**config.mk**
```make
export PLATFORM = sky130hd
export DESIGN_NAME = rst_seq_ctrl
export DESIGN_NICKNAME = d
export VERILOG_FILES = /design/src/rtl/rst_seq_pkg.sv /design/src/rtl/rst_seq_ctrl_timer.sv /design/src/rtl/rst_seq_ctrl.sv
export SDC_FILE = /design/constraint.sdc
export NUM_CORES = 1
export LEC_CHECK = 0
export ABC_AREA = 1
export CAP_MARGIN = 20
export CORE_MARGIN = 1.5
export CORE_UTILIZATION = 50
export CTS_CLUSTER_DIAMETER = 80
export CTS_CLUSTER_SIZE = 28
export DETAILED_ROUTE_END_ITERATION = 12
export GPL_ROUTABILITY_DRIVEN = 1
export PLACE_DENSITY = 0.75
export SYNTH_ARGS = -nofsm -noshare
export SYNTH_HDL_FRONTEND = slang
export SYNTH_SLANG_ARGS = --single-unit
```
**constraint.sdc**
```tcl
create_clock -name clk -period 1.4 [get_ports clk]
set_input_delay 0.42 -clock clk [delete_from_list [all_inputs] [get_ports clk]]
set_output_delay 0.42 -clock clk [all_outputs]
set_load 0.1 [all_outputs]
```
**src/rtl/rst_seq_pkg.sv**
```systemverilog
`default_nettype none
// ============================================================================
// Module      : rst_seq_pkg
// Description : Shared definitions for the reset/clock-enable sequencer:
//               FSM state encoding, default delay constants and the constant
//               helpers used to size the delay timer and block index.
// Revision    : 1.0 - initial release
// ============================================================================
package rst_seq_pkg;

    // FSM state encoding (explicit 3-bit width)
    typedef logic [2:0] state_t;

    localparam state_t S_BOOT_WAIT   = 3'd0;
    localparam state_t S_BOOT_EN     = 3'd1;
    localparam state_t S_BOOT_REL    = 3'd2;
    localparam state_t S_RUN         = 3'd3;
    localparam state_t S_SOFT_GATE   = 3'd4;
    localparam state_t S_SOFT_HOLD   = 3'd5;
    localparam state_t S_SOFT_UNGATE = 3'd6;
    localparam state_t S_SOFT_ACK_W  = 3'd7;

    // Default delay settings
    localparam int c_DEF_NUM_BLOCKS  = 4;
    localparam int c_DEF_GATE_DLY    = 2;
    localparam int c_DEF_RELEASE_DLY = 8;
    localparam int c_DEF_HOLD_CYCLES = 4;

    // Ceiling log2 for constant sizing; returns 0 for values <= 1
    function automatic int seq_clog2(input int value);
        int res;
        res = 0;
        while ((1 << res) < value) begin
            res = res + 1;
        end
        return res;
    endfunction

    function automatic int seq_max3(input int a, input int b, input int c);
        int m;
        m = (a > b) ? a : b;
        return (m > c) ? m : c;
    endfunction

endpackage
`default_nettype wire

```
**src/rtl/rst_seq_ctrl_timer.sv**
```systemverilog
`default_nettype none
// ============================================================================
// Module      : seq_timer
// Description : Loadable down-counter shared by every delay of the reset
//               sequencer. Counts down to zero and parks there; o_zero flags
//               the cycle in which the programmed delay has expired.
// Ports       : clk, rst_n      - clock, async active-low reset
//               i_load          - load i_load_val (wins over counting)
//               i_load_val      - value to load (delay minus one)
//               o_zero          - counter is at zero
// Revision    : 1.0 - initial release
// ============================================================================
module seq_timer #(
    parameter int                WIDTH   = 4,
    parameter logic [WIDTH-1:0]  RST_VAL = '0
) (
    input  logic              clk,
    input  logic              rst_n,
    input  logic              i_load,
    input  logic [WIDTH-1:0]  i_load_val,
    output logic              o_zero
);

    logic [WIDTH-1:0] r_count;

    always_ff @(posedge clk or negedge rst_n) begin
        if (!rst_n) begin
            r_count <= RST_VAL;
        end else if (i_load) begin
            r_count <= i_load_val;
        end else if (r_count != '0) begin
            r_count <= r_count - WIDTH'(1);
        end
    end

    assign o_zero = (r_count == '0);

endmodule
`default_nettype wire

```
**src/rtl/rst_seq_ctrl.sv**
```systemverilog
`default_nettype none
// ============================================================================
// Module      : rst_seq_ctrl
// Description : Reset/clock-enable sequencer. After the domain reset it
//               enables the clock and then releases the reset of each
//               downstream block in turn, then serves masked soft-reset
//               requests over a four-phase valid/ack handshake.
// Ports       : clk, rst_n   - domain clock, synchronized async active-low reset
//               soft_vld     - soft-reset request valid (held until ack)
//               soft_req     - mask of blocks to soft-reset
//               soft_ack     - request complete (level, until soft_vld drops)
//               busy         - boot or soft sequence in progress
//               seq_done     - boot sequence complete
//               blk_clk_en   - per-block clock-gate enable
//               blk_rst      - per-block reset, active-low
// Revision    : 1.0 - initial release
// ============================================================================
module rst_seq_ctrl
    import rst_seq_pkg::*;
#(
    parameter int NUM_BLOCKS  = c_DEF_NUM_BLOCKS,
    parameter int GATE_DLY    = c_DEF_GATE_DLY,
    parameter int RELEASE_DLY = c_DEF_RELEASE_DLY,
    parameter int HOLD_CYCLES = c_DEF_HOLD_CYCLES
) (
    input  logic                  clk,
    input  logic                  rst_n,
    input  logic                  soft_vld,
    input  logic [NUM_BLOCKS-1:0] soft_req,
    output logic                  soft_ack,
    output logic                  busy,
    output logic                  seq_done,
    output logic [NUM_BLOCKS-1:0] blk_clk_en,
    output logic [NUM_BLOCKS-1:0] blk_rst
);

    localparam int c_TMR_W = seq_clog2(seq_max3(GATE_DLY, RELEASE_DLY, HOLD_CYCLES) + 1);
    localparam int c_IDX_W = (NUM_BLOCKS > 1) ? seq_clog2(NUM_BLOCKS) : 1;

    // Timer load values are "delay - 1": the transition fires on the edge
    // that finds the counter at zero, exactly DLY edges after the load edge.
    localparam logic [c_TMR_W-1:0] c_GATE_LD = c_TMR_W'(GATE_DLY - 1);
    localparam logic [c_TMR_W-1:0] c_REL_LD  = c_TMR_W'(RELEASE_DLY - 1);
    localparam logic [c_TMR_W-1:0] c_HOLD_LD = c_TMR_W'(HOLD_CYCLES - 1);
    localparam logic [c_IDX_W-1:0] c_LAST    = c_IDX_W'(NUM_BLOCKS - 1);

    state_t                r_state,  w_state_nxt;
    logic [c_IDX_W-1:0]    r_idx,    w_idx_nxt;
    logic [NUM_BLOCKS-1:0] r_mask,   w_mask_nxt;
    logic [NUM_BLOCKS-1:0] r_en,     w_en_nxt;
    logic [NUM_BLOCKS-1:0] r_rst,    w_rst_nxt;
    logic                  r_done,   w_done_nxt;
    logic                  r_ack,    w_ack_nxt;
    logic                  r_busy,   w_busy_nxt;
    logic                  w_accept;
    logic                  w_tmr_load;
    logic [c_TMR_W-1:0]    w_tmr_val;
    logic                  w_tmr_zero;

    // Reset preloads the boot settle delay so the first enable lands on the
    // RELEASE_DLY-th edge, the same spacing used between later releases.
    seq_timer #(
        .WIDTH   (c_TMR_W),
        .RST_VAL (c_REL_LD)
    ) u_timer (
        .clk        (clk),
        .rst_n      (rst_n),
        .i_load     (w_tmr_load),
        .i_load_val (w_tmr_val),
        .o_zero     (w_tmr_zero)
    );

    always_comb begin
        w_state_nxt = r_state;
        w_idx_nxt   = r_idx;
        w_mask_nxt  = r_mask;
        w_en_nxt    = r_en;
        w_rst_nxt   = r_rst;
        w_done_nxt  = r_done;
        w_ack_nxt   = r_ack;
        w_busy_nxt  = r_busy;
        w_accept    = 1'b0;
        w_tmr_load  = 1'b0;
        w_tmr_val   = '0;

        case (r_state)
            S_BOOT_WAIT: begin
                if (w_tmr_zero) begin
                    w_en_nxt[r_idx] = 1'b1;
                    w_tmr_load      = 1'b1;
                    w_tmr_val       = c_GATE_LD;
                    w_state_nxt     = S_BOOT_EN;
                end
            end
            S_BOOT_EN: begin
                if (w_tmr_zero) begin
                    w_rst_nxt[r_idx] = 1'b1;
                    w_tmr_load       = 1'b1;
                    w_tmr_val        = c_REL_LD;
                    w_state_nxt      = S_BOOT_REL;
                end
            end
            S_BOOT_REL: begin
                if (w_tmr_zero) begin
                    if (r_idx == c_LAST) begin
                        // A request held pending through boot is taken on
                        // this same edge, so busy never drops in between.
                        w_done_nxt  = 1'b1;
                        w_busy_nxt  = 1'b0;
                        w_state_nxt = S_RUN;
                        w_accept    = soft_vld;
                    end else begin
                        w_idx_nxt            = r_idx + c_IDX_W'(1);
                        w_en_nxt[w_idx_nxt]  = 1'b1;
                        w_tmr_load           = 1'b1;
                        w_tmr_val            = c_GATE_LD;
                        w_state_nxt          = S_BOOT_EN;
                    end
                end
            end
            S_RUN: begin
                w_accept = soft_vld;
            end
            S_SOFT_GATE: begin
                if (w_tmr_zero) begin
                    w_rst_nxt   = r_rst & ~r_mask;
                    w_tmr_load  = 1'b1;
                    w_tmr_val   = c_HOLD_LD;
                    w_state_nxt = S_SOFT_HOLD;
                end
            end
            S_SOFT_HOLD: begin
                if (w_tmr_zero) begin
                    w_en_nxt    = r_en | r_mask;
                    w_tmr_load  = 1'b1;
                    w_tmr_val   = c_GATE_LD;
                    w_state_nxt = S_SOFT_UNGATE;
                end
            end
            S_SOFT_UNGATE: begin
                if (w_tmr_zero) begin
                    w_rst_nxt   = r_rst | r_mask;
                    w_ack_nxt   = 1'b1;
                    w_state_nxt = S_SOFT_ACK_W;
                end
            end
            S_SOFT_ACK_W: begin
                if (!soft_vld) begin
                    w_ack_nxt   = 1'b0;
                    w_busy_nxt  = 1'b0;
                    w_state_nxt = S_RUN;
                end
            end
            default: begin
                w_state_nxt = S_BOOT_WAIT;
            end
        endcase

        if (w_accept) begin
            w_mask_nxt = soft_req;
            w_busy_nxt = 1'b1;
            w_tmr_load = 1'b1;
            if (soft_req == '0) begin
                // Empty mask: skip the gate/hold phases; the zero-length
                // ungate wait yields the ack one edge after accept.
                w_tmr_val   = '0;
                w_state_nxt = S_SOFT_UNGATE;
            end else begin
                w_en_nxt    = r_en & ~soft_req;
                w_tmr_val   = c_GATE_LD;
                w_state_nxt = S_SOFT_GATE;
            end
        end
    end

    always_ff @(posedge clk or negedge rst_n) begin
        if (!rst_n) begin
            r_state <= S_BOOT_WAIT;
            r_idx   <= '0;
            r_mask  <= '0;
            r_en    <= '0;
            r_rst   <= '0;
            r_done  <= 1'b0;
            r_ack   <= 1'b0;
            r_busy  <= 1'b1;
        end else begin
            r_state <= w_state_nxt;
            r_idx   <= w_idx_nxt;
            r_mask  <= w_mask_nxt;
            r_en    <= w_en_nxt;
            r_rst   <= w_rst_nxt;
            r_done  <= w_done_nxt;
            r_ack   <= w_ack_nxt;
            r_busy  <= w_busy_nxt;
        end
    end

    assign soft_ack   = r_ack;
    assign busy       = r_busy;
    assign seq_done   = r_done;
    assign blk_clk_en = r_en;
    assign blk_rst    = r_rst;

endmodule
`default_nettype wire
```
==> metrics.md, run 1 <==
| Metric | Value |
|---|---|
| CTS max path bufs | 2 |
| Fin crit share | 119% |
| Critical Path RT | 1.62 ns |
| Initial antenna violation count | 0 |
| Slew margin rel. | 79.5% |
| Ys flop type | dfrtp_1 |
| Setup crit start | r_state[1] |
| Routability cong. | 0.916 |
| Remaining antenna violation count | 0 |
| Final setup viols | 24 |
| CTS Buf Count | 3 |
| CP startpoint kind | flop |
| Top cells by count, synth | 61 x nand2_1, 23 x nor2_1, 20 x dfrtp_1, 20 x inv_1, 15 x nand3_1 |
| Least-Margin Pin Slew | 0.307 ns |
| Routed vias/inst | 5.57 |
| Reg-to-reg critical path startpoint | r_state[1] |
| P_sw | 3.64 mW |
| Pwr Total | 6.88 mW |
| DP Area | 2270 µm² |
| R2R Setup Slk | -0.27 ns |
| Worst path buffer plus inverter count | 1 |
| Worst-path cell chain | nand2_2 -> nor2_2 -> nand2_2 -> nand2_8 -> nand2_8 -> buf_4 -> nand2_1 -> nand2_1 |
| Die span in y | 60.0 µm |
| Fin crit period | 1.67 ns |
| Kind of end point of the critical path | flop |
| Most frequent cell after synthesis | nand2_1 |
| Max_cap viols | 0 |
| Slowest CP cell | dfrtp_1 |
| Die footprint | 3600 µm² |
| CTS root buffer | clkbuf_4 |
| Clock share of power | 7.7% |
| Worst hold-check path type | input port to async pin |
| Port buffer count | 17 |
| Failing checks | setup timing |
| Core box area | 3080 µm² |
| EDFF count, synth | 0 |
| Yosys top cell by area | dfrtp_1 |
| Synth Net Count | 232 |
| Mapped Cells | 219 |
| Global-route wire length before repair | 7270 µm |
| Total I/O pin count | 18 |
| H-tree depth | 1 |
| Vias | 1828 |
| RSZ-0062 raised after global routing | true |
| Mapped Area | 1620 µm² |
| Synthesized area per cell | 7.42 µm² |
| Pwr/cell area | 2700 nW/µm² |
| CTS tree | done |
| Critical path type | flop to flop |
| CP peak stage delay | 0.52 ns |
| Final Instance Area | 2540 µm² |
| Crit-path max FO | 7 |
| Reg2reg path depth | 8 |
| Yosys cell types | 30 |
| Post-DP HPWL | 3180 µm |
| Largest net degree at the start of global routing | 25 |
| Layout cells sized above 1 | 42.6% |
| Final hold vios | 0 |
| Cell-internal power | 3.24 mW |
| Drt first pass iters | 5 |
| Sequential area share after synthesis | 37.3% |
| Peak VDD IR | 1610 µV |
| DRC | 0 |
| CTS Sinks | 24 |
| Setup Skew | 0.00421 ns |
| Overflow after GRT | 0 |
| Initial Util | 52.8% |
| Ys async rst share | 100% |
| Reg2reg end | blk_clk_en[3] |
| Crit path to | blk_clk_en[3] |
| Synth area leaders | dfrtp_1 31%, nand2_1 14%, dfstp_2 6.5% |
| Routed WL | 5200 µm |
| Status | finished, violations left |
| WL per Instance | 15.9 µm |
| Synth top area share | 30.8% |
| Area delta synth->final | 56.5% |
| Sw Share | 52.9% |
| # nets final | 298 |
| Dpl cells | 315 |
| Share of total power in sequential cells | 21.6% |
| Reg clk slew, reported paths | 0.14 ns |
| Final setup margin | -0.265 ns |
| Clock Latency Late Sink | 0.33 ns |
| CP delay by family, top | simple AND/OR/NAND/NOR gates |
| Final Max Tran Viols | 0 |
| Yosys warnings | 0 |
| Total track usage | 27.7% |
| WP data arrival | 1.89 ns |
| Antenna cells | 0 |
| FP Rows | 20 |
| Highest Clock Rate | 601 MHz |
| Cell count along the critical path | 8 |
| Vias in the first global route | 1537 |
| Die Wd | 60.0 µm |
| Iter 0 DRT Violations | 118 |
| Final Non-Filler Cells | 328 |
| Lkg Pwr | 1.24 nW |
| Comb pwr share | 70.7% |
| #FFs+latches synth | 24 |
[cells by family (layout without fill, tap and decap cells)]
group           count (synthesis)  after routing  share of synthesized area, %
simple gates                  125            125                          37.7
compound gates                 33             33                          11.6
buf+inv                        28             93                          7.17
flops                          24             24                          37.3
fa+ha+maj                       6              6                          4.62
xor+xnor                        3              3                          1.62
[worst min path at each step]
stage | slack, ns | to | cells after the start
CTS | 0.41 | r_state[2] | 2
detailed placement | 0.49 | busy | 2
global route | 0.41 | blk_clk_en[1] | 2
global placement | 0.48 | busy | 2
floorplan | 0.12 | blk_clk_en[0] | 0
finish | 0.41 | r_state[2] | 2
[worst reg2reg max path, cell delays in order (launching register included)]
cell and delay, ns:
dfrtp_1 0.52, nand2_2 0.14, nor2_2 0.16, nand2_2 0.15, nand2_8 0.17, nand2_8 0.08, buf_4 0.15, nand2_1 0.09
nand2_1 0.09
[power groups by stage]
stage                     Clock, mW  Sequential (mW)  Combinational [mW]
after detailed placement          0             1.46                4.19
final                         0.528             1.49                4.86
after CTS                     0.535             1.45                4.41
after global placement            0             1.45                4.12
after global routing          0.565             1.52                5.15
after floorplan                   0             2.27                1.72
[layout by cell type, fill, tap and decap left out, types with 4 or more instances in the layout]
master           instances
nand3_1                 12
nand2_2                 10
nand2_1                 54
inv_1                   18
dfstp_2                  4
dfrtp_2                  4
ha_1                     4
buf_4                   40
inv_2                    6
buf_12                  12
clkdlybuf4s50_1          6
nor2_1                  18
nor2_4                   8
nor2_2                   7
o21ai_1                  8
o2111ai_1                4
dfrtp_1                 16
o21ai_0                  8
[sequential cells by signal, summed over array words and instances (netlist names)]
register	cells
blk_clk_en	4
blk_rst	4
r_mask	4
u_timer.r_count	4
r_state	3
r_idx	2
busy	1
seq_done	1
soft_ack	1
[routing by layer]
layer | vias up | GRT usage [%] | wire length [µm]
li1 | 839 | - | -
met1 | 847 | 37.0 | 2060
met2 | 112 | 45.7 | 2540
met3 | 30 | 4.33 | 383
met4 | 0 | 9.21 | 223
met5 | - | 0 | 0
[final cells by class]
cell class | count | area, µm²
multi-input cells | 167 | 1060
repair buffers | 61 | 634
flip-flops and latches | 24 | 611
fillers | 178 | 536
inverters | 27 | 119
well taps | 44 | 55.1
clock inverters | 1 | 30.0
clock buffers | 3 | 22.5
repair inverters | 1 | 8.76
[stage by stage]
step | hold WS (ns) | setup TNS (ns) | utilization (%) | setup WS, ns
floorplan | 0.124 | -0.0158 | - | -0.0158
global placement | 0.484 | -4.25 | 73.7 | -0.305
detailed placement | 0.489 | -4.75 | 73.7 | -0.333
CTS | 0.412 | -1.35 | 78.5 | -0.110
global route | 0.410 | -3.94 | 82.6 | -0.327
finish | 0.411 | -2.35 | 82.6 | -0.265
[what timing repair did]
item / CTS / global route
hold endpoints to repair: 0 / 0
cloned: 1 / 0
pin swaps: 2 / 10
gates resized for setup: 20 / 28
setup endpoints to repair: 26 / 30
buffers inserted: 4 / 4
hold buffers: 0 / 0
Note: power is estimated with default switching activity, not from simulation.
==> run 2, diff against run 1 <==
- CORE_ASPECT_RATIO: unset -> 1.4
==> run 2 against run 1 <==
Against the previous run:
- the run still ends with setup timing left
- utilization decreased by 1.1 points
- flip-flop and latch count stayed put
- critical path depth rose by 1
- largest cell class unchanged
==> metrics.md, run 2 (synthesis results as in run 1) <==
| Metric | Value |
|---|---|
| Clock Latency Late Sink | 0.27 ns (was 0.33 ns) |
| Hold-fix buffers at CTS | 0 (unchanged) |
| Final Max Tran Viols | 0 (unchanged) |
| Fin crit share | 109% (was 119%) |
| Die Wd | 51.2 µm (was 60.0 µm) |
| Setup crit start | u_timer.r_count[0] (was r_state[1]) |
| Remaining antenna violation count | 0 (unchanged) |
| Reg2reg path depth | 9 (was 8) |
| Routed WL | 4850 µm (was 5200 µm) |
| Top Usage Layer GRT | met2 (unchanged) |
| # nets final | 300 (was 298) |
| Final setup margin | -0.128 ns (was -0.265 ns) |
| Port buffer count | 17 (unchanged) |
| Global-route wire length before repair | 8120 µm (was 7270 µm) |
| FILL cells | 188 (was 178) |
| Vias | 1744 (was 1828) |
| Status | finished, violations left (unchanged) |
| Kind of end point of the critical path | flop (unchanged) |
| Routability cong. | 0.937 (was 0.916) |
| Reg clk slew, reported paths | 0.09 ns (was 0.14 ns) |
| Core box area | 3090 µm² (was 3080 µm²) |
| Setup Total Neg Slack | -1.90 ns (was -2.35 ns) |
| Post-DP HPWL | 3430 µm (was 3180 µm) |
| Pwr Total | 6.86 mW (was 6.88 mW) |
| CTS Buf Count | 3 (unchanged) |
| Initial antenna violation count | 0 (unchanged) |
| Least-Margin Pin Slew | 0.333 ns (was 0.307 ns) |
| Grt met1 use | 34.3% (was 37.0%) |
| Final hold vios | 0 (unchanged) |
| WP data arrival | 1.70 ns (was 1.89 ns) |
| FP Rows | 24 (was 20) |
| Critical path type | flop to flop (unchanged) |
| Dpl cells | 318 (was 315) |
| Final setup viols | 21 (was 24) |
| CTS Sinks | 24 (unchanged) |
| DRC | 0 (unchanged) |
| R2R Setup Slk | -0.13 ns (was -0.27 ns) |
| Initial Util | 52.5% (was 52.8%) |
| Final Non-Filler Cells | 325 (was 328) |
| Peak VDD IR | 1970 µV (was 1610 µV) |
| Total I/O pin count | 18 (unchanged) |
| GRT met2 Usage | 52.5% (was 45.7%) |
| Pwr/cell area | 2720 nW/µm² (was 2700 nW/µm²) |
| Lkg Pwr | 1.24 nW (about the same) |
| Reg2reg end | r_mask[3] (was blk_clk_en[3]) |
| Critical Path RT | 1.57 ns (was 1.62 ns) |
| Highest Clock Rate | 654 MHz (was 601 MHz) |
| Reg-to-reg critical path startpoint | u_timer.r_count[0] (was r_state[1]) |
| Die span in y | 70.4 µm (was 60.0 µm) |
| CTS max path bufs | 2 (unchanged) |
| H-tree depth | 1 (unchanged) |
| Vias in the first global route | 1861 (was 1537) |
| Largest net degree at the start of global routing | 25 (unchanged) |
| Most frequent cells in the layout | 57 x nand2_1, 43 x buf_4, 20 x nor2_1, 18 x inv_1, 15 x dfrtp_1 (was 54 x nand2_1, 40 x buf_4, 18 x inv_1, 18 x nor2_1, 16 x dfrtp_1) |
| Failing checks | setup timing (unchanged) |
| Most common cell after layout, fill and taps aside | nand2_1 (unchanged) |
| Iter 0 DRT Violations | 67 (was 118) |
| Worst hold-check path type | input port to async pin (unchanged) |
| Area delta synth->final | 55.2% (was 56.5%) |
| Routed vias/inst | 5.37 (was 5.57) |
| Max_cap viols | 0 (unchanged) |
| Overflow after GRT | 0 (unchanged) |
| Drt first pass iters | 4 (was 5) |
| RSZ-0062 raised after global routing | true (unchanged) |
| CTS root buffer | clkbuf_8 (was clkbuf_4) |
| Die footprint | 3600 µm² (about the same) |
| CTS tree | done (unchanged) |
| Total track usage | 30.0% (was 27.7%) |
| Layout cells sized above 1 | 41.3% (was 42.6%) |
| Fin crit period | 1.53 ns (was 1.67 ns) |
| Crit-path max FO | 6 (was 7) |
| Final Instance Area | 2520 µm² (was 2540 µm²) |
| Antenna cells | 0 (unchanged) |
| Grt met3 use | 2.99% (was 4.33%) |
| Setup Skew | 0.00243 ns (was 0.00421 ns) |
| CP startpoint kind | flop (unchanged) |
| DP Area | 2320 µm² (was 2270 µm²) |
| Slew margin rel. | 77.7% (was 79.5%) |
| WL per Instance | 14.9 µm (was 15.9 µm) |
run 2: changes by cell type in the layout (fill, tap and decap cells not counted), sizes merged:
cell,change
clkinv,+1
inv,-2
buf,+3
run 2: final cells by class:
type | count | area [µm²] | area share [%]
Multi-Input combinational cell | 167 | 1010 | 40.1
Timing Repair Buffer | 64 | 657 | 26.1
Sequential cell | 24 | 612 | 24.3
Inverter | 27 | 121 | 4.82
Tap cell | 39 | 48.8 | 1.94
Clock buffer | 3 | 41.3 | 1.64
Clock inverter | 1 | 30.0 | 1.19
run 2: how the worst max path moves through the flow:
stage	end	slack (ns)
2_1_floorplan	blk_clk_en[2]	-0.02
3_3_place_gp	blk_clk_en[0]	-0.27
3_5_place_dp	blk_clk_en[0]	-0.32
4_1_cts	blk_clk_en[2]	-0.09
5_1_grt	blk_clk_en[3]	-0.21
6_report	r_mask[3]	-0.13
run 2: routing by layer:
layer  part of all wire, %  vias to the layer above
met2                    53                       58
met1                    38                      821
li1                      -                      843
met5                     0                        -
met4                   4.8                        0
met3                   3.7                       22
run 2: report_power, final:
group / total [mW] / internal [mW] / switching, mW
clock network: 0.628 / 0.383 / 0.245
logic: 4.76 / 1.91 / 2.85
registers: 1.48 / 1.07 / 0.405
run 2: what timing repair did:
action	in CTS	in global routing
setup endpoints to repair	20	23
setup buffers	3	0
gates resized for setup	18	15
pin swaps	10	6
run 2: stage by stage:
stage	util, %	setup slack, ns	hold slack [ns]
floorplan	-	-0.0158	0.124
global placement	75.1	-0.268	0.481
detailed placement	75.1	-0.315	0.495
CTS	80.2	-0.0866	0.489
global route	81.5	-0.211	0.516
finish	81.5	-0.128	0.485
run 2: critical path, stage by stage (launching register included):
cell and delay (ns):
dfstp_2 0.55, inv_2 0.05, ha_4 0.17, nand2_8 0.10, nor2_2 0.07, nand2_4 0.11, nand2_8 0.09, buf_6 0.13
nor2_1 0.09, nor2_1 0.06
